## config.mk

```make
export PLATFORM = sky130hd
export DESIGN_NAME = mux_masters_arb_flat
export DESIGN_NICKNAME = d
export VERILOG_FILES = /design/src/rtl/mux_masters_arb_if.sv /design/src/rtl/mux_masters_arb.sv /design/src/flat_wrapper.sv
export SDC_FILE = /design/constraint.sdc
export NUM_CORES = 1
export LEC_CHECK = 0
export ABC_AREA = 1
export BUFFER_PORTS_ARGS = -buffer_cell sky130_fd_sc_hd__buf_4
export CORE_AREA = 2 2 196 198
export DETAILED_ROUTE_END_ITERATION = 8
export DIE_AREA = 0 0 198 200
export PLACE_DENSITY_LB_ADDON = 0.15
export SLEW_MARGIN = 30
export SYNTH_ARGS = -nofsm -noshare
export SYNTH_HDL_FRONTEND = slang
export SYNTH_SLANG_ARGS = --single-unit
```

## constraint.sdc

```tcl
create_clock -name clk -period 3.1 [get_ports clk]
set_input_delay 0.62 -clock clk [delete_from_list [all_inputs] [get_ports clk]]
set_output_delay 0.62 -clock clk [all_outputs]
set_load 0.02 [all_outputs]
```

## src/rtl/mux_masters_arb_if.sv

```systemverilog
// Bus bundle between N requesting masters, the arbitrating mux and the shared slave.
// The "slave" modport is the mux's view: it serves the masters and drives the slave port.
interface mux_masters_arb_if #(
    parameter int MASTERS_NUMBER = 4,
    parameter int N              = 32
);
    logic [MASTERS_NUMBER-1:0]   master_req;
    logic [MASTERS_NUMBER*N-1:0] master_addr;
    logic [MASTERS_NUMBER-1:0]   master_cmd;
    logic [MASTERS_NUMBER*N-1:0] master_wdata;
    logic [MASTERS_NUMBER-1:0]   master_ack;
    logic [MASTERS_NUMBER*N-1:0] master_rdata;
    logic [MASTERS_NUMBER-1:0]   master_err;
    logic                        slave_req;
    logic [N-1:0]                slave_addr;
    logic                        slave_cmd;
    logic [N-1:0]                slave_wdata;
    logic                        slave_ack;
    logic [N-1:0]                slave_rdata;

    modport slave (
        input  master_req, master_addr, master_cmd, master_wdata, slave_ack, slave_rdata,
        output master_ack, master_rdata, master_err, slave_req, slave_addr, slave_cmd, slave_wdata
    );

    modport master (
        output master_req, master_addr, master_cmd, master_wdata, slave_ack, slave_rdata,
        input  master_ack, master_rdata, master_err, slave_req, slave_addr, slave_cmd, slave_wdata
    );
endinterface

```

## src/rtl/mux_masters_arb.sv

```systemverilog
// N-master to 1-slave bus mux with internal round-robin / fixed-priority arbitration.
// The grant is held from the arbitration edge until slave ack, timeout or request drop.
module mux_masters_arb #(
    parameter int MASTERS_NUMBER = 4,
    parameter int N              = 32,
    parameter int ARB_MODE       = 0,
    parameter int TIMEOUT        = 16
) (
    input  logic                      clk,
    input  logic                      rst,
    mux_masters_arb_if.slave          bus,
    output logic [MASTERS_NUMBER-1:0] grant,
    output logic                      busy
);
    localparam int PTR_W = (MASTERS_NUMBER > 1) ? $clog2(MASTERS_NUMBER) : 1;
    localparam int CNT_W = (TIMEOUT > 0) ? $clog2(TIMEOUT + 1) : 1;
    localparam logic [CNT_W-1:0] CNT_LAST = (TIMEOUT > 0) ? CNT_W'(TIMEOUT - 1) : '0;

    typedef enum logic {IDLE, BUSY} state_t;

    state_t                    state_q, state_d;
    logic [MASTERS_NUMBER-1:0] grant_q, grant_d;
    logic [PTR_W-1:0]          ptr_q, ptr_d;
    logic [CNT_W-1:0]          cnt_q, cnt_d;

    logic [PTR_W-1:0] g_idx, g_next, win_idx;
    logic             win_vld, req_g, timeout_hit, done;

    function automatic logic [PTR_W-1:0] cand_idx(input logic [PTR_W-1:0] ptr, input int k);
        int s;
        s = (ARB_MODE == 0) ? int'(ptr) + k : k;
        if (s >= MASTERS_NUMBER) s -= MASTERS_NUMBER;
        return PTR_W'(s);
    endfunction

    // Scan from the farthest candidate down so the nearest requester is written last.
    always_comb begin
        win_vld = 1'b0;
        win_idx = '0;
        for (int k = MASTERS_NUMBER - 1; k >= 0; k--) begin
            if (bus.master_req[cand_idx(ptr_q, k)]) begin
                win_vld = 1'b1;
                win_idx = cand_idx(ptr_q, k);
            end
        end
    end

    always_comb begin
        g_idx = '0;
        for (int i = 0; i < MASTERS_NUMBER; i++) begin
            if (grant_q[i]) g_idx = PTR_W'(i);
        end
    end

    assign g_next = (g_idx == PTR_W'(MASTERS_NUMBER - 1)) ? '0 : g_idx + PTR_W'(1);
    assign req_g  = bus.master_req[g_idx];

    // A dropped request ends the transaction silently, so it pre-empts the timeout.
    assign timeout_hit = (TIMEOUT > 0) && (state_q == BUSY) && req_g &&
                         !bus.slave_ack && (cnt_q == CNT_LAST);
    assign done        = bus.slave_ack || timeout_hit || !req_g;

    always_comb begin
        state_d = state_q;
        grant_d = grant_q;
        ptr_d   = ptr_q;
        cnt_d   = cnt_q;
        case (state_q)
            IDLE: begin
                if (win_vld) begin
                    state_d = BUSY;
                    grant_d = MASTERS_NUMBER'(1) << win_idx;
                    cnt_d   = '0;
                end
            end
            BUSY: begin
                if (done) begin
                    state_d = IDLE;
                    grant_d = '0;
                    ptr_d   = g_next;
                    cnt_d   = '0;
                end else begin
                    cnt_d = cnt_q + CNT_W'(1);
                end
            end
            default: state_d = IDLE;
        endcase
    end

    always_ff @(posedge clk or negedge rst) begin
        if (!rst) begin
            state_q <= IDLE;
            grant_q <= '0;
            ptr_q   <= '0;
            cnt_q   <= '0;
        end else begin
            state_q <= state_d;
            grant_q <= grant_d;
            ptr_q   <= ptr_d;
            cnt_q   <= cnt_d;
        end
    end

    always_comb begin
        bus.slave_req    = 1'b0;
        bus.slave_addr   = '0;
        bus.slave_cmd    = 1'b0;
        bus.slave_wdata  = '0;
        bus.master_ack   = '0;
        bus.master_rdata = '0;
        bus.master_err   = '0;
        if (state_q == BUSY) begin
            bus.slave_req                    = req_g && !timeout_hit;
            bus.slave_addr                   = bus.master_addr[g_idx*N +: N];
            bus.slave_cmd                    = bus.master_cmd[g_idx];
            bus.slave_wdata                  = bus.master_wdata[g_idx*N +: N];
            bus.master_ack[g_idx]            = bus.slave_ack || timeout_hit;
            bus.master_err[g_idx]            = timeout_hit;
            bus.master_rdata[g_idx*N +: N]   = timeout_hit ? '0 : bus.slave_rdata;
        end
    end

    assign grant = grant_q;
    assign busy  = (state_q == BUSY);
endmodule
```

## src/flat_wrapper.sv

```systemverilog
// flat-port wrapper written by rule: the top's interface ports become plain ports
module mux_masters_arb_flat 
#(
    parameter int MASTERS_NUMBER = 4,
    parameter int N              = 32,
    parameter int ARB_MODE       = 0,
    parameter int TIMEOUT        = 16
)
  (clk, rst, grant, busy, bus_master_req, bus_master_addr, bus_master_cmd, bus_master_wdata, bus_slave_ack, bus_slave_rdata, bus_master_ack, bus_master_rdata, bus_master_err, bus_slave_req, bus_slave_addr, bus_slave_cmd, bus_slave_wdata);
  mux_masters_arb_if #(.MASTERS_NUMBER(MASTERS_NUMBER), .N(N)) bus_i ();
  input  logic clk;
  input  logic rst;
  output logic [MASTERS_NUMBER-1:0] grant;
  output logic busy;
  input wire logic [$bits(bus_i.master_req)-1:0] bus_master_req;
  input wire logic [$bits(bus_i.master_addr)-1:0] bus_master_addr;
  input wire logic [$bits(bus_i.master_cmd)-1:0] bus_master_cmd;
  input wire logic [$bits(bus_i.master_wdata)-1:0] bus_master_wdata;
  input wire logic [$bits(bus_i.slave_ack)-1:0] bus_slave_ack;
  input wire logic [$bits(bus_i.slave_rdata)-1:0] bus_slave_rdata;
  output wire logic [$bits(bus_i.master_ack)-1:0] bus_master_ack;
  output wire logic [$bits(bus_i.master_rdata)-1:0] bus_master_rdata;
  output wire logic [$bits(bus_i.master_err)-1:0] bus_master_err;
  output wire logic [$bits(bus_i.slave_req)-1:0] bus_slave_req;
  output wire logic [$bits(bus_i.slave_addr)-1:0] bus_slave_addr;
  output wire logic [$bits(bus_i.slave_cmd)-1:0] bus_slave_cmd;
  output wire logic [$bits(bus_i.slave_wdata)-1:0] bus_slave_wdata;
  assign bus_i.master_req = bus_master_req;
  assign bus_i.master_addr = bus_master_addr;
  assign bus_i.master_cmd = bus_master_cmd;
  assign bus_i.master_wdata = bus_master_wdata;
  assign bus_i.slave_ack = bus_slave_ack;
  assign bus_i.slave_rdata = bus_slave_rdata;
  assign bus_master_ack = bus_i.master_ack;
  assign bus_master_rdata = bus_i.master_rdata;
  assign bus_master_err = bus_i.master_err;
  assign bus_slave_req = bus_i.slave_req;
  assign bus_slave_addr = bus_i.slave_addr;
  assign bus_slave_cmd = bus_i.slave_cmd;
  assign bus_slave_wdata = bus_i.slave_wdata;
  mux_masters_arb #(.MASTERS_NUMBER(MASTERS_NUMBER), .N(N), .ARB_MODE(ARB_MODE), .TIMEOUT(TIMEOUT)) u_core (.clk(clk), .rst(rst), .bus(bus_i), .grant(grant), .busy(busy));
endmodule
```

== Yosys cells after proc, flatten, opt, wreduce, memory -nomap -nowiden ==
Cells that the tools add are included.
Word-level totals
  RAM bits: 0
  memory bits (read-only): 0
  memories: 0
  output and inout port bits: 207
  input bits: 299
  register bits: 12
  latch bits: 0
Cells by class
  shift operators: 5
  multipliers: 0
  bitwise gates (word level): 4
  add/subtract/negate cells: 10
  divide/modulo/power cells: 0
  multiplexer cells: 47
  equal/unequal tests: 4
  reductions and logical operators: 12
  order comparisons: 10
Operator list (count)
  $shiftx 128x8->32: 2
  $and 128x128->128: 1
  $mux 128: 1
  $shift 32x34->128 const A: 1
  $shiftx 32x34->128: 1
  $mux 32: 3
  $neg 7->34: 1
  $mux 2: 11
  $mux 1: 16
  $mux 4: 4
  $lt 2x3->1 const B: 5
  $bmux 1 s2: 6
  $mux 5: 2
  $pmux 5 s2: 1
  $ge 3x3->1 const B: 3
  $and 4x4->4: 2
  $pmux 4 s2: 1
  $sub 2x1->2 const B: 4
  $add 2x2->3 const B: 2
  $add 5x1->5 const B: 1
  $eq 5x4->1 const B: 1
  $logic_and 1x1->1: 5
  $reduce_and 2->1: 2
  $shl 1x2->4 const A: 1
  12 further kinds: 15

== Depth between registers and ports, before layout ==
Gate-level depths: netlist of the first run.
  depth in word-level cells: 12
  mapped depth: 13

== Least setup slack after synthesis of the first run ==
Ideal clock, no wire load.
  path type: flip-flop to output port
  start: reg u_core.grant_q[2] (netlist: u_core.grant[2])
  end: out bus_master_rdata[66]
  stages on the path, launching flop included: 12
  path slack: 27 ps
  buffers on the path: 3
  arrival: 2453 ps
  required time: 2480 ps
  cell sequence: dfrtp_1 inv_1 nand2_1 nand2_2 inv_1 buf_2 buf_2 ha_1 inv_1 nand4_1 clkbuf_1 nor3_1
Between the ends
  word-level cells in the longest chain between the ends: 11
  elaborated cells on any way between the ends: 13
  those cells by class: add/sub (1); shift (2); mux (6); bitwise (1); reduce/logical (3)
RTL lines
  start: declaration: line mux_masters_arb.sv:22  | logic [MASTERS_NUMBER-1:0] grant_q, grant_d;
  start signal: assignment: line mux_masters_arb.sv:98  | grant_q <= grant_d;
  $mux 2 * (2 in a row): line mux_masters_arb.sv:51  | if (grant_q[i]) g_idx = PTR_W'(i);
  $bmux 1 s2: line mux_masters_arb.sv:56  | assign req_g = bus.master_req[g_idx];
  $mux 1 (implied by the code): line mux_masters_arb.sv:56
  $logic_and 1x1->1 (2 in a row): line mux_masters_arb.sv:59  | assign timeout_hit = (TIMEOUT > 0) && (state_q == BUSY) && req_g &&
  $logic_and 1x1->1: line mux_masters_arb.sv:60  | !bus.slave_ack && (cnt_q == CNT_LAST);
  $mux 32: line mux_masters_arb.sv:119  | bus.master_rdata[g_idx*N +: N] = timeout_hit ? '0 : bus.slave_rdata;
  $shiftx 32x34->128: line mux_masters_arb.sv:119
  $and 128x128->128 (no line) *
  $mux 128 *: line mux_masters_arb.sv:112  | if (state_q == BUSY) begin
  end: declaration: line flat_wrapper.sv:22  | output wire logic [$bits(bus_i.master_rdata)-1:0] bus_master_rdata;
Every way passes the cells marked *; elsewhere a longest branch is shown, timed or not. The select of a mux whose other input is x is not followed.

== Worst setup path in the final report of the first run ==
  start: reg u_core.grant_q[2] (netlist: u_core.grant[2])
  end: out bus_slave_wdata[28]
Between the ends
  word-level cells in the longest chain between the ends: 4
RTL lines
  $mux 2 (2 in a row): line mux_masters_arb.sv:51
  $shiftx 128x8->32: line mux_masters_arb.sv:116  | bus.slave_wdata = bus.master_wdata[g_idx*N +: N];
  $mux 32: line mux_masters_arb.sv:112
  end: declaration: line flat_wrapper.sv:27  | output wire logic [$bits(bus_i.slave_wdata)-1:0] bus_slave_wdata;
Every way passes these cells.

==> impl_metrics.sql, run 1 <==
INSERT INTO impl_metrics (metric_group, metric, value, unit) VALUES
('outcome', 'outcome', 'complete, no violations', ''),
('clocking', 'tritoncts', 'done', ''),
('clocking', 'cts.sinks', '12', ''),
('drt', 'drt_pass1_iterations', '5', ''),
('global_route', 'grt_first_pass_wirelength', '44950', 'um'),
('floorplan', 'die_height', '200', 'um'),
('clocking', 'clockBufferDepth', '2', ''),
('synth', 'yosysWarnings', '0', ''),
('synth', 'synth.top_cells.by_area', 'sky130_fd_sc_hd__nor2_1, sky130_fd_sc_hd__o21ai_0, sky130_fd_sc_hd__a21oi_1', ''),
('global_route', 'initial_antenna_violation_count', '4', ''),
('drt', 'wirelength', '32080', 'um'),
('drt', 'dr.first_iter.drc_count', '361', ''),
('synth', 'top_cell_type_s_share_of_synthesized_area', '33.77', '%'),
('synth', 'synthesis.instances', '878', ''),
('clocking', 'clock_transition_at_path_regs', '50', 'ps'),
('synth', 'most_frequent_cell_after_synthesis', 'sky130_fd_sc_hd__nor2_1', ''),
('worst_setup_path', 'reg2reg_setup_slack', '1210', 'ps'),
('worst_setup_path', 'critical_path.max_fanout', '55', ''),
('sta', 'fmax', '0.3417', 'GHz'),
('drt', 'drt.antenna.violating_nets', '0', ''),
('worst_setup_path', 'worst_path_most_repeated_cell', 'sky130_fd_sc_hd__buf_4', ''),
('clocking', 'cts_max_level', '1', ''),
('worst_setup_path', 'crit_buf_inv', '4', ''),
('finish', 'nets', '1637', ''),
('synth', 'dominantRegCellSynth', 'sky130_fd_sc_hd__dfrtp_1', ''),
('power_and_ir_drop', 'power.leakage', '4.222', 'nW'),
('synth', 'synth_async_sr_flop_share', '100.0', '%'),
('worst_setup_path', 'crit_path_start_kind', 'flip-flop', ''),
('clocking', 'cts.root.buffer_cell', 'sky130_fd_sc_hd__clkbuf_16', ''),
('synth', 'netlist_top_cells_count', 'sky130_fd_sc_hd__nor2_1, sky130_fd_sc_hd__o21ai_0, sky130_fd_sc_hd__nand2_1, sky130_fd_sc_hd__a21oi_1, sky130_fd_sc_hd__clkbuf_1', ''),
('synth', 'post_synth_edffs', '0', ''),
('floorplan', 'ios', '506', ''),
('sta', 'setup-violations-final', '0', ''),
('clocking', 'insertion_delay', '240', 'ps'),
('job', 'maxCapViolCount', '0', ''),
('worst_setup_path', 'worst_r2r_path_depth', '10', ''),
('drt', 'drcViolationCount', '0', ''),
('floorplan', 'initial_core_utilization', '10.91', '%'),
('worst_setup_path', 'critical-path-max-stage-delay', '490', 'ps'),
('sta', 'transition_at_the_pin_with_the_smallest_max_transition_slack', '902.2', 'ps'),
('global_route', 'grt_start_max_net_pins', '74', ''),
('finish', 'final_cell_area', '8539', 'um^2'),
('power_and_ir_drop', 'power_per_cell_area', '635.0', 'nW/um^2'),
('min_path', 'holdCritPathClass', 'input port to async pin', ''),
('drt', 'average_via_count_per_standard_cell', '4.085', ''),
('worst_setup_path', 'cells_traversed_along_the_worst_timing_path', 'inv_1 > nand2_1 > nand2_4 > buf_4 > o21ai_0 > buf_4 > a21oi_1 > buf_4', ''),
('finish', 'flow.area_growth_from_synthesis', '109.4', '%'),
('synth', 'syn-cell-area', '4079', 'um^2'),
('sta', 'worst_slew_margin_rel', '39.85', '%'),
('synth', 'ys_ff_latch', '12', ''),
('floorplan', 'die-area', '39600', 'um^2'),
('finish', 'fillCellCount', '4310', ''),
('power_and_ir_drop', 'peakVddDrop', '0.0003977', 'V'),
('global_route', 'vias_in_the_first_global_route', '7348', ''),
('drt', 'routed-via-count', '7520', ''),
('sta', 'final.setup.tns', '0', 'ps'),
('worst_setup_path', 'path_class', 'flip-flop to output pin', ''),
('drt', 'post_drt_wl_per_cell', '17.42', 'um'),
('floorplan', 'core-area', '37400', 'um^2'),
('worst_setup_path', 'end_kind', 'output pin', ''),
('power_and_ir_drop', 'power', '5.423', 'mW'),
('synth', 'syn-mean-instance-area', '4.646', 'um^2'),
('worst_setup_path', 'worst_path_dominant_cell_family', 'buffers and inverters', ''),
('placed_design', 'io_buffer_count', '505', ''),
('sta', 'report.final.slew_viol_count', '0', ''),
('sta', 'rsz0062_at_grt', 'no', ''),
('placed_design', 'dp_hpwl', '24750', 'um'),
('sta', 'finalClockSkew', '3.986', 'ps'),
('floorplan', 'fp-row-count', '71', ''),
('worst_setup_path', 'cp_num_cells', '8', ''),
('worst_setup_path', 'critPathSlowestCell', 'sky130_fd_sc_hd__buf_4', '');
registers in the layout, indices dropped and copies added (netlist names):
signal        count
u_core.cnt_q      5
u_core.ptr_q      2
u_core.busy       1
u_core.grant      4
where the power goes:
part | internal, mW | switching, mW
clock | 0.195 | 0.0679
sequential | 0.197 | 0.0593
combinational | 1.73 | 3.17
total | 2.12 | 3.30
worst reg2reg max path: cells and delay by family, from the launching register on:
family | cells | cell delay, ps
buf+inv | 2 | 380
flops | 1 | 440
simple gates | 7 | 900
compound gates | 1 | 80
cells in the final DEF (no fill, tap or decap), types with 2 or more instances in the layout:
cell type / instances
sky130_fd_sc_hd__buf_4: 519
sky130_fd_sc_hd__nor2_1: 366
sky130_fd_sc_hd__o21ai_0: 138
sky130_fd_sc_hd__nand2_1: 88
sky130_fd_sc_hd__a21oi_1: 69
sky130_fd_sc_hd__nand4_1: 35
sky130_fd_sc_hd__nor3_1: 31
sky130_fd_sc_hd__inv_1: 24
sky130_fd_sc_hd__nand3_1: 13
sky130_fd_sc_hd__dfrtp_1: 11
sky130_fd_sc_hd__ha_1: 8
sky130_fd_sc_hd__inv_2: 4
sky130_fd_sc_hd__buf_12: 4
sky130_fd_sc_hd__clkbuf_16: 3
sky130_fd_sc_hd__o22ai_1: 2
sky130_fd_sc_hd__buf_6: 2
per-layer routing:
layer	up-vias	share of wire (%)	GRT usage [%]
li1	3776	-	-
met1	3403	40	17.43
met2	315	52	28.14
met3	20	7.9	3.058
met4	6	0.63	1.170
met5	-	0.10	0
final timing paths:
kind,from,endpoint
max,u_core.grant[2],bus_slave_wdata[28]
min,rst,u_core.cnt_q[2]
max reg2reg,u_core.grant[3],u_core.grant[0]
min reg2reg,u_core.cnt_q[0],u_core.cnt_q[0]
max in group asynchronous,rst,u_core.grant[1]
min in group clk,u_core.cnt_q[0],u_core.cnt_q[0]
what timing repair did:
item / in CTS / in global routing
endpoints found under the hold margin: 0 / 0
setup endpoints to repair: 0 / 34
resized for setup: 0 / 4
per-stage QoR:
step / instances / setup WS [ps] / hold WS (ps) / util, %
global route: 1841 / 6.859 / 220.4 / 22.83
finish: 1841 / 173.3 / 215.4 / 22.83
CTS: 1840 / 113.6 / 216.1 / 22.77
detailed placement: 1836 / 385.7 / 472.0 / 22.54
global placement: 1836 / 366.2 / 473.0 / 22.54
floorplan: 878 / 27.18 / 324.4 / -
kinds of logic (layout without fill, tap and decap cells):
logic type	Yosys count	count (layout)	synth area share (%)
compound gates	210	210	25.86
xor+xnor	2	2	0.4295
fa+ha+maj	8	8	2.454
buf+inv	108	559	10.40
flops	12	12	7.362
other cells	0	1	0
simple gates	538	538	53.50
cell type report:
cell class / instances / area [um^2] / area share (%)
antenna: 1 / 2.502 / 0.02930
sequential: 12 / 301.5 / 3.531
timing repair buffer: 526 / 4026 / 47.15
inverter: 29 / 108.9 / 1.275
multi-input combinational: 758 / 3372 / 39.49
tap: 511 / 639.4 / 7.487
clock buffer: 4 / 88.84 / 1.040
No activity file was read; power rests on OpenSTA's default activity.
==> run 2: changes to the inputs <==
==> constraint.sdc (replaced) <==
create_clock -name clk -period 3.6 [get_ports clk]
set_input_delay 0.72 -clock clk [delete_from_list [all_inputs] [get_ports clk]]
set_output_delay 0.72 -clock clk [all_outputs]
set_load 0.02 [all_outputs]
==> impl_metrics.sql, run 2 (synthesis gave the netlist of run 1 again) <==
INSERT INTO impl_metrics (metric_group, metric, value, unit) VALUES
('floorplan', 'die-area', '39600', 'um^2'),
('sta', 'share_of_the_cycle_needed_by_the_critical_path_after_routing', '91.23', '%'),
('worst_setup_path', 'timing.rr.end', 'u_core.grant[0]', ''),
('placed_design', 'finalWeightedCongestion', '0.7930', ''),
('sta', 'finalHoldWorstSlack', '309.1', 'ps'),
('drt', 'wirelength', '32380', 'um'),
('floorplan', 'core-area', '37400', 'um^2'),
('drt', 'average_via_count_per_standard_cell', '4.118', ''),
('finish', 'registers.top_by_ff_count', 'u_core.cnt_q', ''),
('placed_design', 'dp.cells', '1832', ''),
('clocking', 'tritoncts', 'done', ''),
('global_route', 'initial_antenna_violation_count', '3', ''),
('worst_setup_path', 'crit_path_start_kind', 'flip-flop', ''),
('finish', 'most_used_cells_in_the_layout_excluding_fill_and_tap_cells', 'sky130_fd_sc_hd__buf_4, sky130_fd_sc_hd__nor2_1, sky130_fd_sc_hd__o21ai_0, sky130_fd_sc_hd__nand2_1, sky130_fd_sc_hd__a21oi_1', ''),
('clocking', 'cts.root.buffer_cell', 'sky130_fd_sc_hd__clkbuf_16', ''),
('worst_setup_path', 'critPathSlowestCell', 'sky130_fd_sc_hd__buf_4', ''),
('finish', 'flow.area_growth_from_synthesis', '107.5', '%'),
('drt', 'routed-via-count', '7565', ''),
('global_route', 'grt_start_max_net_pins', '74', ''),
('clocking', 'clockBufferDepth', '2', ''),
('placed_design', 'io_buffer_count', '505', ''),
('power_and_ir_drop', 'power.leakage', '4.181', 'nW'),
('sta', 'worst_slew_margin_rel', '40.31', '%'),
('global_route', 'vias_in_the_first_global_route', '7267', ''),
('sta', 'setup-violations-final', '0', ''),
('sta', 'final.setup.tns', '0', 'ps'),
('clocking', 'cts_max_level', '1', ''),
('sta', 'finalClockSkew', '2.995', 'ps'),
('power_and_ir_drop', 'peakVddDrop', '0.0003979', 'V'),
('finish', 'layoutNonFillerInstCount', '1837', ''),
('clocking', 'post_cts_resized', '0', ''),
('worst_setup_path', 'worst_r2r_path_depth', '10', ''),
('worst_setup_path', 'end_kind', 'output pin', ''),
('worst_setup_path', 'critical_path.max_fanout', '58', ''),
('global_route', 'grt_overflow_total', '0', ''),
('sta', 'hold_viol', '0', ''),
('sta', 'transition_at_the_pin_with_the_smallest_max_transition_slack', '895.4', 'ps'),
('finish', 'post_route_cells_drive_above_1_share', '40.38', '%'),
('power_and_ir_drop', 'power_per_cell_area', '549.9', 'nW/um^2'),
('global_route', 'grt_first_pass_wirelength', '45280', 'um'),
('clocking', 'clock_transition_at_path_regs', '50', 'ps'),
('drt', 'dr.first_iter.drc_count', '375', ''),
('min_path', 'holdCritPathClass', 'input port to async pin', ''),
('worst_setup_path', 'critical_path_required', '2880', 'ps'),
('worst_setup_path', 'path_class', 'flip-flop to output pin', ''),
('floorplan', 'fp-row-count', '71', ''),
('worst_setup_path', 'critical-path-max-stage-delay', '520', 'ps'),
('drt', 'post_drt_wl_per_cell', '17.63', 'um'),
('drt', 'drt_pass1_iterations', '5', ''),
('clocking', 'hold_buffers', '0', ''),
('sta', 'fmax', '0.3045', 'GHz'),
('clocking', 'cts_setup_buffers', '0', ''),
('drt', 'drt.antenna.violating_nets', '0', ''),
('finish', 'nets', '1633', ''),
('finish', 'most_common_cell_after_layout_fill_and_taps_aside', 'sky130_fd_sc_hd__buf_4', ''),
('job', 'maxCapViolCount', '0', ''),
('global_route', 'gr-usage-all-layers', '14.90', '%'),
('worst_setup_path', 'r2r_start', 'u_core.grant[3]', ''),
('clocking', 'cts.sinks', '12', ''),
('finish', 'largest_register_ff_count', '5', ''),
('sta', 'rsz0062_at_grt', 'no', ''),
('floorplan', 'die-width', '198', 'um'),
('sta', 'finalWorstPathRequiredPeriod', '3284', 'ps'),
('worst_setup_path', 'worst_ep_arrival_time', '2560', 'ps'),
('worst_setup_path', 'worst_path_most_repeated_cell', 'sky130_fd_sc_hd__buf_4', ''),
('floorplan', 'initial_core_utilization', '10.91', '%'),
('worst_setup_path', 'cells_traversed_along_the_worst_timing_path', 'inv_1 > nand2_1 > nand2_4 > buf_4 > ha_1 > nand3_1 > buf_4 > nor2_1 > buf_4', ''),
('floorplan', 'die_height', '200', 'um'),
('drt', 'drcViolationCount', '0', ''),
('worst_setup_path', 'reg2reg_setup_slack', '1470', 'ps'),
('sta', 'report.final.slew_viol_count', '0', ''),
('clocking', 'insertion_delay', '240', 'ps'),
('placed_design', 'dp_hpwl', '24550', 'um'),
('outcome', 'outcome', 'complete, no violations', ''),
('clocking', 'numCtsBuffers', '3', ''),
('floorplan', 'ios', '506', '');
## run 2: changes by cell type in the layout (fill, tap and decap cells not counted), sizes merged
cell	previous run	this run
buf	526	522
## run 2: worst max path at each step
stage | from | end | slack, ps | cells past startpoint
6_report | u_core.grant[2] | bus_master_rdata[52] | 320 | 9
3_5_place_dp | u_core.grant[2] | bus_master_rdata[52] | 550 | 9
5_1_grt | u_core.grant[2] | bus_master_rdata[52] | 60 | 9
2_1_floorplan | u_core.grant[2] | bus_master_rdata[66] | 430 | 11
3_3_place_gp | u_core.grant[2] | bus_master_rdata[46] | 540 | 9
4_1_cts | u_core.grant[2] | bus_master_rdata[52] | 270 | 9
## run 2: worst max-delay path, delay by kind of cell, from the launching register on
kind | cells | cell delay (ps)
adders and majority gates | 1 | 320
buffers and inverters | 4 | 1050
DFF | 1 | 430
and+or+nand+nor | 4 | 490
## run 2: per-layer routing
| metal | global-route usage, % | wire [um] | vias to the layer above |
|---|---|---|---|
| met5 | 0 | 18 | - |
| met4 | 1.754 | 337 | 4 |
| met3 | 2.739 | 2475 | 22 |
| met2 | 27.86 | 16580 | 325 |
| met1 | 18.19 | 12970 | 3438 |
| li1 | - | - | 3776 |
## run 2: layout make-up
type / instances / area [um^2]
antenna: 1 / 2.502
clock buffer: 4 / 88.84
fill: 4344 / 28940
inverter: 29 / 108.9
multi-input combinational: 758 / 3367
sequential: 12 / 301.5
tap: 511 / 639.4
timing repair buffer: 522 / 3956
## run 2: through the flow
step | setup slack, ps | total power [mW] | area, um^2 | utilization (%)
floorplan | 427.2 | 2.588 | 4079 | -
global route | 61.80 | 5.099 | 8464 | 22.63
detailed placement | 551.0 | 4.498 | 8373 | 22.39
CTS | 273.6 | 4.741 | 8462 | 22.63
global placement | 543.2 | 4.527 | 8373 | 22.39
finish | 315.6 | 4.655 | 8464 | 22.63
## run 2: power by group
group	total, mW	internal (mW)	switching [mW]
logic	4.20	1.46	2.74
registers	0.221	0.170	0.0512
clock network	0.231	0.168	0.0633
total	4.65	1.80	2.86
